<file path="config.mk">
export PLATFORM = sky130hd
export DESIGN_NAME = pa_qparam_loader
export DESIGN_NICKNAME = d
export VERILOG_FILES = /design/src/rtl/pa_qparam_loader.sv
export SDC_FILE = /design/constraint.sdc
export NUM_CORES = 1
export LEC_CHECK = 0
export CORE_MARGIN = 3
export CORE_UTILIZATION = 40
export CTS_CLUSTER_SIZE = 10
export DETAILED_ROUTE_END_ITERATION = 10
export PLACE_DENSITY_LB_ADDON = 0.12
export SYNTH_ARGS = -nofsm -noshare
export SYNTH_HDL_FRONTEND = slang
export SYNTH_SLANG_ARGS = --single-unit
</file>
<file path="constraint.sdc">
create_clock -name clk -period 4 [get_ports clk]
set_input_delay 0.8 -clock clk [delete_from_list [all_inputs] [get_ports clk]]
set_output_delay 0.8 -clock clk [all_outputs]
set_load 0.005 [all_outputs]
</file>
<file path="src/rtl/pa_qparam_loader.sv">
// pa_qparam_loader: fetches shift/multiplier/bias words per channel into the
// PE-array requantization buffers. Optional macro: PA_QPARAM_ZERO_FILL_EN.
module pa_qparam_loader #(
   parameter int CH    = 16,
   parameter int IDX_W = 4,
   parameter int AW    = 32
) (
   input  logic             clk,
   input  logic             rst,
   input  logic             start,
   input  logic             abort,
   input  logic [31:0]      num_ch,
   input  logic [AW-1:0]    shift_base,
   input  logic [AW-1:0]    multi_base,
   input  logic [AW-1:0]    bias_base,
   output logic [AW-1:0]    rd_addr,
   output logic             rd_acq,
   input  logic             rd_rdy,
   input  logic [31:0]      rd_data,
   output logic             buf_wr,
   output logic [1:0]       buf_wr_sel,
   output logic [IDX_W-1:0] buf_idx,
   output logic [31:0]      buf_data,
   output logic             busy,
   output logic             done
);

   localparam int NW = IDX_W + 1;
   localparam logic [NW-1:0] N_MAX = NW'(CH);
   localparam logic [IDX_W-1:0] IDX_LAST = IDX_W'(CH - 1);

   typedef enum logic [1:0] {
      IDLE  = 2'd0,
      FETCH = 2'd1,
      FILL  = 2'd2,
      DONE  = 2'd3
   } state_t;

   typedef enum logic [1:0] {
      SHIFT = 2'b00,
      MULTI = 2'b01,
      BIAS  = 2'b10
   } grp_t;

   state_t           state, state_nx;
   grp_t             grp, grp_nx, grp_adv;
   logic [IDX_W-1:0] idx, idx_nx, idx_inc;
   logic [NW-1:0]    n, n_nx, n_in;
   logic [AW-1:0]    sb, sb_nx;
   logic [AW-1:0]    mb, mb_nx;
   logic [AW-1:0]    bb, bb_nx;
   logic [AW-1:0]    base_cur, base_adv;
   logic [AW-1:0]    addr_nx;
   logic             acq_nx;
   logic             wr_nx;
   logic [1:0]       sel_nx;
   logic [IDX_W-1:0] bidx_nx;
   logic [31:0]      bdata_nx;
   logic             busy_nx;
   logic             done_nx;
   logic             xfer;
   logic             last;
   logic             adv;

   // Group-dependent helpers: current base, following group and its base.
   always_comb begin
      base_cur = bb;
      grp_adv  = BIAS;
      unique case (grp)
         SHIFT: begin
            base_cur = sb;
            grp_adv  = MULTI;
         end
         MULTI: begin
            base_cur = mb;
            grp_adv  = BIAS;
         end
         default: begin
            base_cur = bb;
            grp_adv  = BIAS;
         end
      endcase
      base_adv = (grp_adv == MULTI) ? mb : bb;
   end

   assign xfer    = rd_acq & rd_rdy;
   assign idx_inc = idx + IDX_W'(1);
   assign last    = ({1'b0, idx} == (n - NW'(1)));
   assign n_in    = (num_ch > 32'(CH)) ? N_MAX : num_ch[NW-1:0];

   // Next-state and next-output logic; every output is registered.
   always_comb begin
      state_nx = state;
      grp_nx   = grp;
      idx_nx   = idx;
      n_nx     = n;
      sb_nx    = sb;
      mb_nx    = mb;
      bb_nx    = bb;
      addr_nx  = rd_addr;
      acq_nx   = rd_acq;
      wr_nx    = 1'b0;
      sel_nx   = buf_wr_sel;
      bidx_nx  = buf_idx;
      bdata_nx = buf_data;
      busy_nx  = busy;
      done_nx  = 1'b0;
      adv      = 1'b0;

      if (abort && state != IDLE) begin
         // Abort wins over rd_rdy: no transfer is taken this cycle.
         state_nx = IDLE;
         acq_nx   = 1'b0;
         busy_nx  = 1'b0;
      end else begin
         unique case (state)
            IDLE: begin
               acq_nx  = 1'b0;
               busy_nx = 1'b0;
               if (start) begin
                  n_nx    = n_in;
                  sb_nx   = shift_base;
                  mb_nx   = multi_base;
                  bb_nx   = bias_base;
                  grp_nx  = SHIFT;
                  idx_nx  = '0;
                  busy_nx = 1'b1;
                  if (n_in == '0) begin
                     state_nx = DONE;
                  end else begin
                     state_nx = FETCH;
                     acq_nx   = 1'b1;
                     addr_nx  = shift_base;
                  end
               end
            end
            FETCH: begin
               if (xfer) begin
                  wr_nx    = 1'b1;
                  sel_nx   = grp;
                  bidx_nx  = idx;
                  bdata_nx = rd_data;
                  if (!last) begin
                     idx_nx  = idx_inc;
                     addr_nx = base_cur + AW'({idx_inc, 2'b00});
                  end else begin
`ifdef PA_QPARAM_ZERO_FILL_EN
                     if (n != N_MAX) begin
                        state_nx = FILL;
                        idx_nx   = idx_inc;
                        acq_nx   = 1'b0;
                     end else begin
                        adv = 1'b1;
                     end
`else
                     adv = 1'b1;
`endif
                  end
               end
            end
`ifdef PA_QPARAM_ZERO_FILL_EN
            FILL: begin
               acq_nx   = 1'b0;
               wr_nx    = 1'b1;
               sel_nx   = grp;
               bidx_nx  = idx;
               bdata_nx = '0;
               if (idx == IDX_LAST) begin
                  adv = 1'b1;
               end else begin
                  idx_nx = idx_inc;
               end
            end
`endif
            DONE: begin
               state_nx = IDLE;
               acq_nx   = 1'b0;
               busy_nx  = 1'b0;
               done_nx  = 1'b1;
            end
            default: begin
               state_nx = IDLE;
               acq_nx   = 1'b0;
               busy_nx  = 1'b0;
            end
         endcase

         // Group finished: move to the next region or wrap up after biases.
         if (adv) begin
            if (grp == BIAS) begin
               state_nx = DONE;
               acq_nx   = 1'b0;
            end else begin
               state_nx = FETCH;
               grp_nx   = grp_adv;
               idx_nx   = '0;
               acq_nx   = 1'b1;
               addr_nx  = base_adv;
            end
         end
      end
   end

   // State, context and output registers with synchronous reset.
   always_ff @(posedge clk) begin
      if (rst) begin
         state      <= IDLE;
         grp        <= SHIFT;
         idx        <= '0;
         n          <= '0;
         sb         <= '0;
         mb         <= '0;
         bb         <= '0;
         rd_addr    <= '0;
         rd_acq     <= 1'b0;
         buf_wr     <= 1'b0;
         buf_wr_sel <= 2'b00;
         buf_idx    <= '0;
         buf_data   <= '0;
         busy       <= 1'b0;
         done       <= 1'b0;
      end else begin
         state      <= state_nx;
         grp        <= grp_nx;
         idx        <= idx_nx;
         n          <= n_nx;
         sb         <= sb_nx;
         mb         <= mb_nx;
         bb         <= bb_nx;
         rd_addr    <= addr_nx;
         rd_acq     <= acq_nx;
         buf_wr     <= wr_nx;
         buf_wr_sel <= sel_nx;
         buf_idx    <= bidx_nx;
         buf_data   <= bdata_nx;
         busy       <= busy_nx;
         done       <= done_nx;
      end
   end

endmodule

</file>
Yosys cells after proc, flatten, opt, wreduce, memory -nomap -nowiden
Index checks and enable logic that the tools add are counted.
{"block": "word_totals", "register_bits": 183, "latchBits": 0, "ram_bits": 0, "mem_bits_ro": 0, "output_inout_bits": 74, "elab_cells": 79, "mem_count": 0}
{"block": "classes", "addsub": 3, "n_mul": 0, "n_div": 0, "order_cmp": 1, "eq_ne": 8, "shift": 0, "muxes": 39, "n_bitwise": 3, "reduce_logical": 10}
{"op": "32-bit two-way mux", "count": 7}
{"op": "32-bit one-hot mux with 2 select lines", "count": 2}
{"op": "32-bit by 6-bit adder with 32-bit output", "count": 1}
{"op": "32-bit by 5-bit greater-than comparator with 1-bit output (second input constant)", "count": 1}
{"op": "4-bit two-way mux", "count": 5}
{"op": "2-bit two-way mux", "count": 9}
{"op": "1-bit two-way mux", "count": 11}
{"op": "4-bit one-hot mux with 2 select lines", "count": 1}
{"op": "2-bit by 1-bit equality test with 1-bit output (second input constant)", "count": 3}
{"op": "3-bit AND reduction", "count": 2}
{"op": "4-bit by 5-bit equality test with 1-bit output", "count": 1}
{"op": "5-bit logical NOT", "count": 1}
{"op": "5-bit two-way mux", "count": 1}
{"op": "5-bit by 1-bit subtractor with 5-bit output (second input constant)", "count": 1}
{"op": "4-bit by 1-bit adder with 4-bit output (second input constant)", "count": 1}
{"op": "2-bit equality test (second input constant)", "count": 2}
{"op": "2-bit logical NOT", "count": 2}
{"op": "1-bit one-hot mux with 2 select lines", "count": 2}
{"op": "2-bit one-hot mux with 2 select lines", "count": 1}
{"op": "3-bit inequality test (second input constant)", "count": 1}
{"op": "3-bit OR reduction", "count": 1}
{"op": "2-bit inequality test (second input constant)", "count": 1}
{"op": "1-bit NOT", "count": 2}
{"op": "2-bit AND reduction", "count": 1}
{"op": "other kinds (4)", "count": 4}

Depth between registers and ports, before layout
Gate-level depths: netlist of run 1.
{"block": "logic_depth", "ltp_word": 8, "depth_mapped": 18, "ltp_nobuf": 13}

Worst setup path before layout of run 1
OpenSTA, ideal clock, no wires.
{"block": "synth_path", "path_kind": "flip-flop to flip-flop", "startpoint": "register grp[1]", "endpoint": "register rd_addr[24]", "arrival_ps": 3704, "t_required_ps": 3868, "setup_slack_ps": 164, "path_stages_with_launch": 19, "n_path_buf": 5, "synth_period_minus_slack_ps": 3836, "cell_sequence": "dfxtp_1 buf_2 buf_4 buf_2 clkbuf_1 clkbuf_1 nand2_1 o21ai_0 ha_1 inv_1 fa_1 nor2b_1 o21ai_0 a2111oi_4 nand3_2 nor3_1 xor2_1 a222oi_1 a21oi_1"}
{"block": "synth_between", "elab_chain_len": 8, "elab_cells_between_ends": 13, "classes_between": "add/sub (1); eq/ne (3); mux (8); reduce/logical (1)"}
{"element": "start, declared", "line": "46", "source": "grp_t grp, grp_nx, grp_adv;"}
{"element": "start signal, assigned", "line": "224", "source": "grp <= grp_nx;"}
{"element": "2-bit by 1-bit equality test with 1-bit output or 2-bit logical NOT (tied branches)", "line": "69", "source": "unique case (grp)"}
{"element": "32-bit one-hot mux with 2 select lines", "line": "69"}
{"element": "32-bit by 6-bit adder with 32-bit output", "line": "145", "source": "addr_nx = base_cur + AW'({idx_inc, 2'b00});"}
{"element": "32-bit two-way mux", "line": "143", "source": "if (!last) begin"}
{"element": "32-bit two-way mux", "line": "138", "source": "if (xfer) begin"}
{"element": "32-bit one-hot mux with 2 select lines", "line": "116", "source": "unique case (state)"}
{"element": "32-bit two-way mux", "line": "190", "source": "if (grp == BIAS) begin"}
{"element": "32-bit two-way mux (*)", "line": "189", "source": "if (adv) begin"}
{"element": "end signal, assigned", "line": "230", "source": "rd_addr <= addr_nx;"}
{"element": "end, declared", "line": "16", "source": "output logic [AW-1:0] rd_addr,"}
Mark *: on every way between the ends. The rest lies on a longest branch, timed or not.
A chain may end at the register's enable or synchronous reset.

==> results of run 1 <==
-- cells in the mapped netlist, types with 4 or more instances --
master and count:
nand2_1 314, dfxtp_1 183, a21oi_1 175, clkbuf_1 72, o21ai_0 45, nor2_1 43, mux2i_1 34, a221oi_1 29
xnor2_1 21, nor3_1 18, a22oi_1 16, a211oi_1 13, buf_2 13, nor4_1 12, inv_1 11, xor2_1 11
mux2_1 10, mux2_2 10, nand3_1 9, a222oi_1 8, a22o_1 8, o211ai_1 8, a31oi_1 6, buf_1 6
ha_1 6, nor2b_1 6, o211a_1 6, a221o_1 5, nor4_4 5, mux2i_2 4, o21a_1 4, or3_1 4
-- cell type report --
cell class,count,area (sq um)
inverter,11,41.3
clock buffer,17,425
tap,313,392
multi-input combinational,886,5220
timing repair buffer,267,2640
clock inverter,15,183
fill,2207,10200
sequential,183,3670
-- kinds of logic after synthesis --
group | after synthesis | share of synthesized area [%]
AOI/OAI and AO/OA | 349 | 23.7
xor gates and xnor gates | 32 | 3.01
adders and majority gates | 7 | 1.02
buffers and inverters | 108 | 5.02
DFF | 183 | 39.3
muxes | 59 | 6.82
and+or+nand+nor | 439 | 21.1
-- power groups by stage --
stage / Clock [W] / Sequential [W] / Combinational, W
floorplan: 0 / 0.00201 / 0.000337
global route: 0.00187 / 0.00201 / 0.000743
CTS: 0.00180 / 0.00199 / 0.000683
detailed placement: 0 / 0.00203 / 0.000679
finish: 0.00178 / 0.00199 / 0.000678
global placement: 0 / 0.00203 / 0.000673
-- worst paths after layout --
| kind | slack (ns) | from | end | cells after the start |
|---|---|---|---|---|
| worst max register to register | 0.58 | flop | rd_addr[14] | 13 |
| worst min-delay path | 0.45 | sb[12] | sb[12] | 2 |
| worst max-delay path | 0.58 | flop | rd_addr[14] | 13 |
| worst min register to register | 0.45 | sb[12] | sb[12] | 2 |
-- registers in the layout (all words and copies together), names as in the netlist, named ones only --
register and flops:
busy 1, n 5, buf_wr 1, bb 32, grp 1, idx 4
buf_data 32, sb 32, done 1, mb 32, buf_wr_sel 2, state 2
rd_acq 1, rd_addr 32, buf_idx 4
-- layer usage --
metal | vias to the layer above | global-route usage (%) | share of wire (%)
li1 | 4546 | - | -
met3 | 33 | 3.67 | 6.9
met5 | - | 0 | 0
met1 | 4348 | 33.1 | 45
met2 | 325 | 37.3 | 46
met4 | 0 | 6.51 | 1.2
-- worst min-delay path: stages (launching register included) --
cell,delay [ns]
dfxtp_1,0.31
nand2_1,0.05
a21oi_1,0.05
-- metrics by stage --
step | instance area (sq um) | power (W) | setup slack, ns | hold slack, ns | std cells
4_1_cts | 12600 | 0.00448 | 0.599 | 0.455 | 1692
5_1_grt | 12600 | 0.00462 | 0.279 | 0.467 | 1692
3_5_place_dp | 12000 | 0.00271 | 0.621 | 0.444 | 1660
6_report | 12600 | 0.00445 | 0.580 | 0.453 | 1692
3_3_place_gp | 12000 | 0.00271 | 0.664 | 0.439 | 1660
2_1_floorplan | 9310 | 0.00235 | 0.164 | 0.432 | 1177
==> qor.txt, run 1 <==
status = finished clean
Clock transition at path regs = 0.08 ns
H-tree depth = 4
routed via count = 9252
synth top area cells = dfxtp_1 39%, nand2_1 13%, a21oi_1 9.4%
CTS Buf Count = 17
RSZ-0062 raised after global routing = no
min Tclk post-route = 3.42 ns
Worst Path Required = 4.31 ns
n_diodes = 0
I/O pins = 239
CP Launch Type = flop
Finished Core Util = 55.1%
WL final = 30.8 mm
Initial Util = 40.9%
Remaining DRCs = 0
postcts setup bufs = 0
Peak VDD IR = 235 uV
CP dominant cell by count = o21ai_0
internal power = 0.00321 W
Final Skew = 0.0123 ns
Layout Nets = 1538
Tot GR Track Use = 23.5%
DR WL/cell = 18.2 microns
Hold Violations, Final = 0
Sw Ratio = 27.8%
vias per cell = 5.47
syn_nets = 1349
DRT iter0 DRCs = 729
slowest CP cell = a2111oi_4
syn avg cell area = 7.91 sq um
Slew HR = 39.7%
post-synthesis cell area = 0.00931 sq mm
clock buffer depth = 2
Worst-Margin Slew = 0.904 ns
Seq cells post-synth = 183
Cells after Synth = 1177
Rows = 55
Comb power frac = 15.2%
Die ar. = 0.0252 sq mm
cells along the critical path = mux2i_1 > o21ai_0 > ha_1 > inv_1 > fa_1 > nor2b_1 > o21ai_0 > a2111oi_4 > nand2_1 > nor4_1 > xnor2_1 > a222oi_1 > a21oi_1
setup TNS = 0 ns
critical path's largest stage delay = 0.55 ns
die height = 159 microns
CTS tree = yes
WP data arrival = 3.73 ns
crit path max fanout = 8
LEAKAGE = 4.33 nW
worst hold path type = reg -> reg
clock group share of total power = 39.9%
area leader, netlist = dfxtp_1
most frequent cells in the layout = 313 x nand2_1, 237 x clkdlybuf4s50_1, 181 x dfxtp_1, 175 x a21oi_1, 45 x o21ai_0
total global routing overflow = 0
crit path kind = reg -> reg
fin crit share = 85.5%
max-cap violation count = 0
Setup Viol. Count Final = 0
Final ANT Viol Nets = 0
fin. max-slew vios = 0
Post-DP HPWL = 21.0 mm
buffer type at the clock tree root = clkbuf_16
vias in the first global route = 8535
critical path's top delay family = compound AO/OA/AOI/OAI gates
router iterations before antenna repair = 6
FFs w/ async S/R, synth = 0%
CTS sink count = 183
post-synthesis cell type count = 73
sequential power share = 44.8%
core area = 0.0228 sq mm
antenna violations before repair = 0
register area share after synthesis = 39.3%
hold_buf cts = 0
global-route wire length before repair = 47.1 mm
ratio of cells with drive above 1 in the final layout = 7.83%
Post-synth EDFFs = 0
post-synth top area share = 39.3%
Top FF cell, synth = dfxtp_1
Psw = 0.00124 W
Layout area overhead = 34.9%
commonest non-fill, non-tap cell in the layout = nand2_1
Die X-Extent = 159 microns
WP buf/inv = 1
Routability Congestion = 0.802
Synth Warn # = 0
Critical Path Sink Type = flop
largest net degree at the start of global routing = 65
Clk Latency, worst-skew pair = 0.44 ns
port buffer count = 238
CTS resizes = 0
fmax = 0.292 GHz
Pwr per Cell Area = 354 mW/mm^2
Power figures use the tool's default switching activity.
==> inputs of run 2 (changes only) <==
- CAP_MARGIN: unset -> 20
- CORE_UTILIZATION: 40 -> 45
==> qor.txt, run 2 (synthesis results as in run 1) <==
postcts setup bufs = 0
Layout Nets = 1536
CTS sink count = 183
Die X-Extent = 150 microns
Slew HR = 25.9%
setup ws final = 0.464 ns
router iterations before antenna repair = 7
largest net degree at the start of global routing = 103
H-tree depth = 4
setup TNS = 0 ns
Routability Congestion = 0.897
clock buffer depth = 2
Post-DP HPWL = 20.2 mm
Critical Path Sink Type = flop
worst hold path type = reg -> reg
DR WL/cell = 18.1 microns
Initial Util = 46.8%
CTS Buf Count = 17
Setup WS pre-CTS = 0.534 ns
Clk Latency, worst-skew pair = 0.43 ns
Hold Violations, Final = 0
global-route wire length before repair = 46.5 mm
crit path max fanout = 18
hold_buf cts = 0
CTS tree = yes
min Tclk post-route = 3.54 ns
Pwr per Cell Area = 353 mW/mm^2
fin. max-slew vios = 0
commonest non-fill, non-tap cell in the layout = nand2_1
I/O pins = 239
most frequent cells in the layout = 313 x nand2_1, 237 x clkdlybuf4s50_1, 181 x dfxtp_1, 175 x a21oi_1, 45 x o21ai_0
core area = 0.0199 sq mm
CTS resizes = 0
LEAKAGE = 4.31 nW
Rows = 51
Remaining DRCs = 0
status = finished clean
buffer type at the clock tree root = clkbuf_16
die height = 150 microns
DRT iter0 DRCs = 795
WL final = 29.8 mm
WP data arrival = 3.84 ns
setup slack, reg-to-reg = 0.46 ns
CP Launch Type = flop
Tot GR Track Use = 25.7%
crit path kind = reg -> reg
Final ANT Viol Nets = 0
Setup Viol. Count Final = 0
vias in the first global route = 8880
port buffer count = 238
antenna violations before repair = 1
Worst Path Required = 4.30 ns
Layout area overhead = 33.9%
Die ar. = 0.0225 sq mm
RSZ-0062 raised after global routing = no
Clock transition at path regs = 0.07 ns
max-cap violation count = 0
fmax = 0.283 GHz
vias per cell = 5.67
Final Skew = 0.00900 ns
Peak VDD IR = 312 uV
ratio of cells with drive above 1 in the final layout = 7.63%
Worst-Margin Slew = 1.11 ns
total global routing overflow = 0
routed via count = 9324
fin crit share = 88.4%
==> run 2: layout make-up <==
type,instances,area (sq um)
Clock inverter,13,163
Clock buffer,19,443
Inverter,11,41.3
Tap cell,265,332
Sequential cell,183,3670
Fill cell,1837,7440
Antenna cell,2,5.00
Multi-Input combinational cell,886,5220
Timing Repair Buffer,265,2600
==> run 2: routing by layer <==
metal | share of wire (%) | GRT usage, %
met2 | 47 | 42.0
met1 | 43 | 34.3
met3 | 8.1 | 5.42
met5 | 0 | 0
met4 | 1.9 | 7.69
==> run 2: worst paths after layout <==
path                from     endpoint  cells after the start
setup / recovery    flop  rd_addr[24]                     12
hold / removal    sb[17]       sb[17]                      2
setup reg to reg    flop  rd_addr[24]                     12
hold reg to reg   sb[17]       sb[17]                      2
==> run 2: critical path: stages (launching register included) <==
cell       delay, ns
dfxtp_2         0.37
buf_4           0.31
mux2i_1         0.22
o21ai_0         0.10
ha_1            0.34
nor2b_1         0.18
o21ai_0         0.20
a2111oi_4       0.56
nand3_2         0.22
nor3_1          0.36
xor2_1          0.11
a222oi_1        0.31
a21oi_1         0.11
==> run 2: power by group <==
| group | switching, W | total, W | internal (W) |
|---|---|---|---|
| clock network | 0.000775 | 0.00173 | 0.000960 |
| registers | 0.0000798 | 0.00199 | 0.00192 |
| logic | 0.000326 | 0.000674 | 0.000348 |
| total | 0.00118 | 0.00440 | 0.00322 |
==> run 2: through the flow <==
step                      instances  hold WS, ns  util [%]  total power (W)  area [sq um]
after global placement         1609        0.438      59.5          0.00269         11800
after floorplan                1177        0.432         -          0.00235          9310
after detailed placement       1609        0.443      59.5          0.00270         11800
after global routing           1643        0.472      62.6          0.00457         12500
after CTS                      1641        0.453      62.5          0.00443         12500
final                          1644        0.453      62.6          0.00440         12500
==> inputs of run 3 (changes only) <==
- SLEW_MARGIN: unset -> 20
==> qor.txt, run 3 (synthesis results as in run 1) <==
CTS sink count = 183
routed via count = 9373
Routability Congestion = 0.897
Remaining DRCs = 0
Placed Cells = 1609
largest net degree at the start of global routing = 103
antenna violations before repair = 1
WL final = 29.9 mm
commonest non-fill, non-tap cell in the layout = nand2_1
global-route wire length before repair = 46.5 mm
Die ar. = 0.0225 sq mm
I/O pins = 239
fmax = 0.282 GHz
crit path kind = reg -> reg
setup slack, reg-to-reg = 0.45 ns
crit path max fanout = 12
Setup Viol. Count Final = 0
CTS resizes = 0
vias per cell = 5.70
vias in the first global route = 8880
setup TNS = 0 ns
Finished Core Util = 62.6%
Post-DP HPWL = 20.2 mm
hold_buf cts = 0
worst hold path type = reg -> reg
Hold Crit Start = sb[17]
Layout Nets = 1535
max-cap violation count = 0
Layout area overhead = 33.8%
area of the multi-input gates = 0.00522 sq mm
WP data arrival = 3.84 ns
DRT iter0 DRCs = 764
Non-Filler Instances = 1643
most frequent cells in the layout = 313 x nand2_1, 237 x clkdlybuf4s50_1, 181 x dfxtp_1, 175 x a21oi_1, 45 x o21ai_0
finished layout cell area = 0.0125 sq mm
Register Area = 0.00367 sq mm
CTS Buf Count = 17
Fin Hold WS = 0.453 ns
Top Metal Used = met4
die height = 150 microns
min Tclk post-route = 3.55 ns
Worst Path Required = 4.30 ns
Placed Area = 0.0118 sq mm
Rows = 51
CP Launch Type = flop
Crit. Startpoint = grp[1]
Slew HR = 25.2%
M1 WL = 13.1 mm
CTS tree = yes
Clk Latency, worst-skew pair = 0.43 ns
fin crit share = 88.6%
H-tree depth = 4
Peak VDD IR = 311 uV
WL met3 = 2.40 mm
status = finished clean
Final Skew = 0.00937 ns
Critical Path Sink Type = flop
router iterations before antenna repair = 6
port buffer count = 238
Filler cells = 1842
total global routing overflow = 0
ratio of cells with drive above 1 in the final layout = 7.56%
Initial Util = 46.8%
Hold Violations, Final = 0
Die X-Extent = 150 microns
postcts setup bufs = 0
Tot GR Track Use = 25.7%
R2R Path Start = grp[1]
DR WL/cell = 18.2 microns
Met2 Wirelength = 13.9 mm
fin. max-slew vios = 0
Pwr per Cell Area = 354 mW/mm^2
buffer type at the clock tree root = clkbuf_16
core area = 0.0199 sq mm
RSZ-0062 raised after global routing = no
Final ANT Viol Nets = 0
Worst-Margin Slew = 1.12 ns
Clock transition at path regs = 0.07 ns
clock buffer depth = 2
LEAKAGE = 4.31 nW
[run 3: layout make-up]
class | instances | area share (%)
tap | 265 | 2.66
clock inverter | 13 | 1.31
inverter | 11 | 0.331
multi-input combinational | 886 | 41.9
timing repair buffer | 264 | 20.8
sequential | 183 | 29.4
antenna | 2 | 0.0402
clock buffer | 19 | 3.55
[run 3: critical path, cell delays in order, from the launching register on]
cell,delay [ns]
dfxtp_2,0.51
nand2_1,0.08
o21ai_0,0.10
ha_1,0.23
inv_1,0.06
fa_1,0.38
nor2b_1,0.16
o21ai_0,0.20
a2111oi_4,0.56
nand3_2,0.22
nor3_1,0.38
xor2_1,0.11
a222oi_1,0.31
a21oi_1,0.11
[run 3: worst paths after layout]
check,end,cells after the start
max,rd_addr[24],13
min,sb[17],2
max reg2reg,rd_addr[24],13
min reg2reg,sb[17],2
[run 3: where the power goes]
part | internal (W) | switching (W)
Clock | 0.000960 | 0.000778
Combinational | 0.000346 | 0.000327
Sequential | 0.00192 | 0.0000798
Total | 0.00322 | 0.00118
[run 3: per-stage QoR]
stage / setup WS [ns] / power (W)
after floorplan: 0.164 / 0.00235
after global placement: 0.584 / 0.00269
after detailed placement: 0.534 / 0.00270
after CTS: 0.508 / 0.00443
after global routing: 0.208 / 0.00457
final: 0.455 / 0.00441
[run 3: layer usage]
metal	track usage (%)	up-vias
met1	34.3	4375
li1	-	4536
met4	7.69	0
met3	5.42	45
met5	0	-
met2	42.0	417
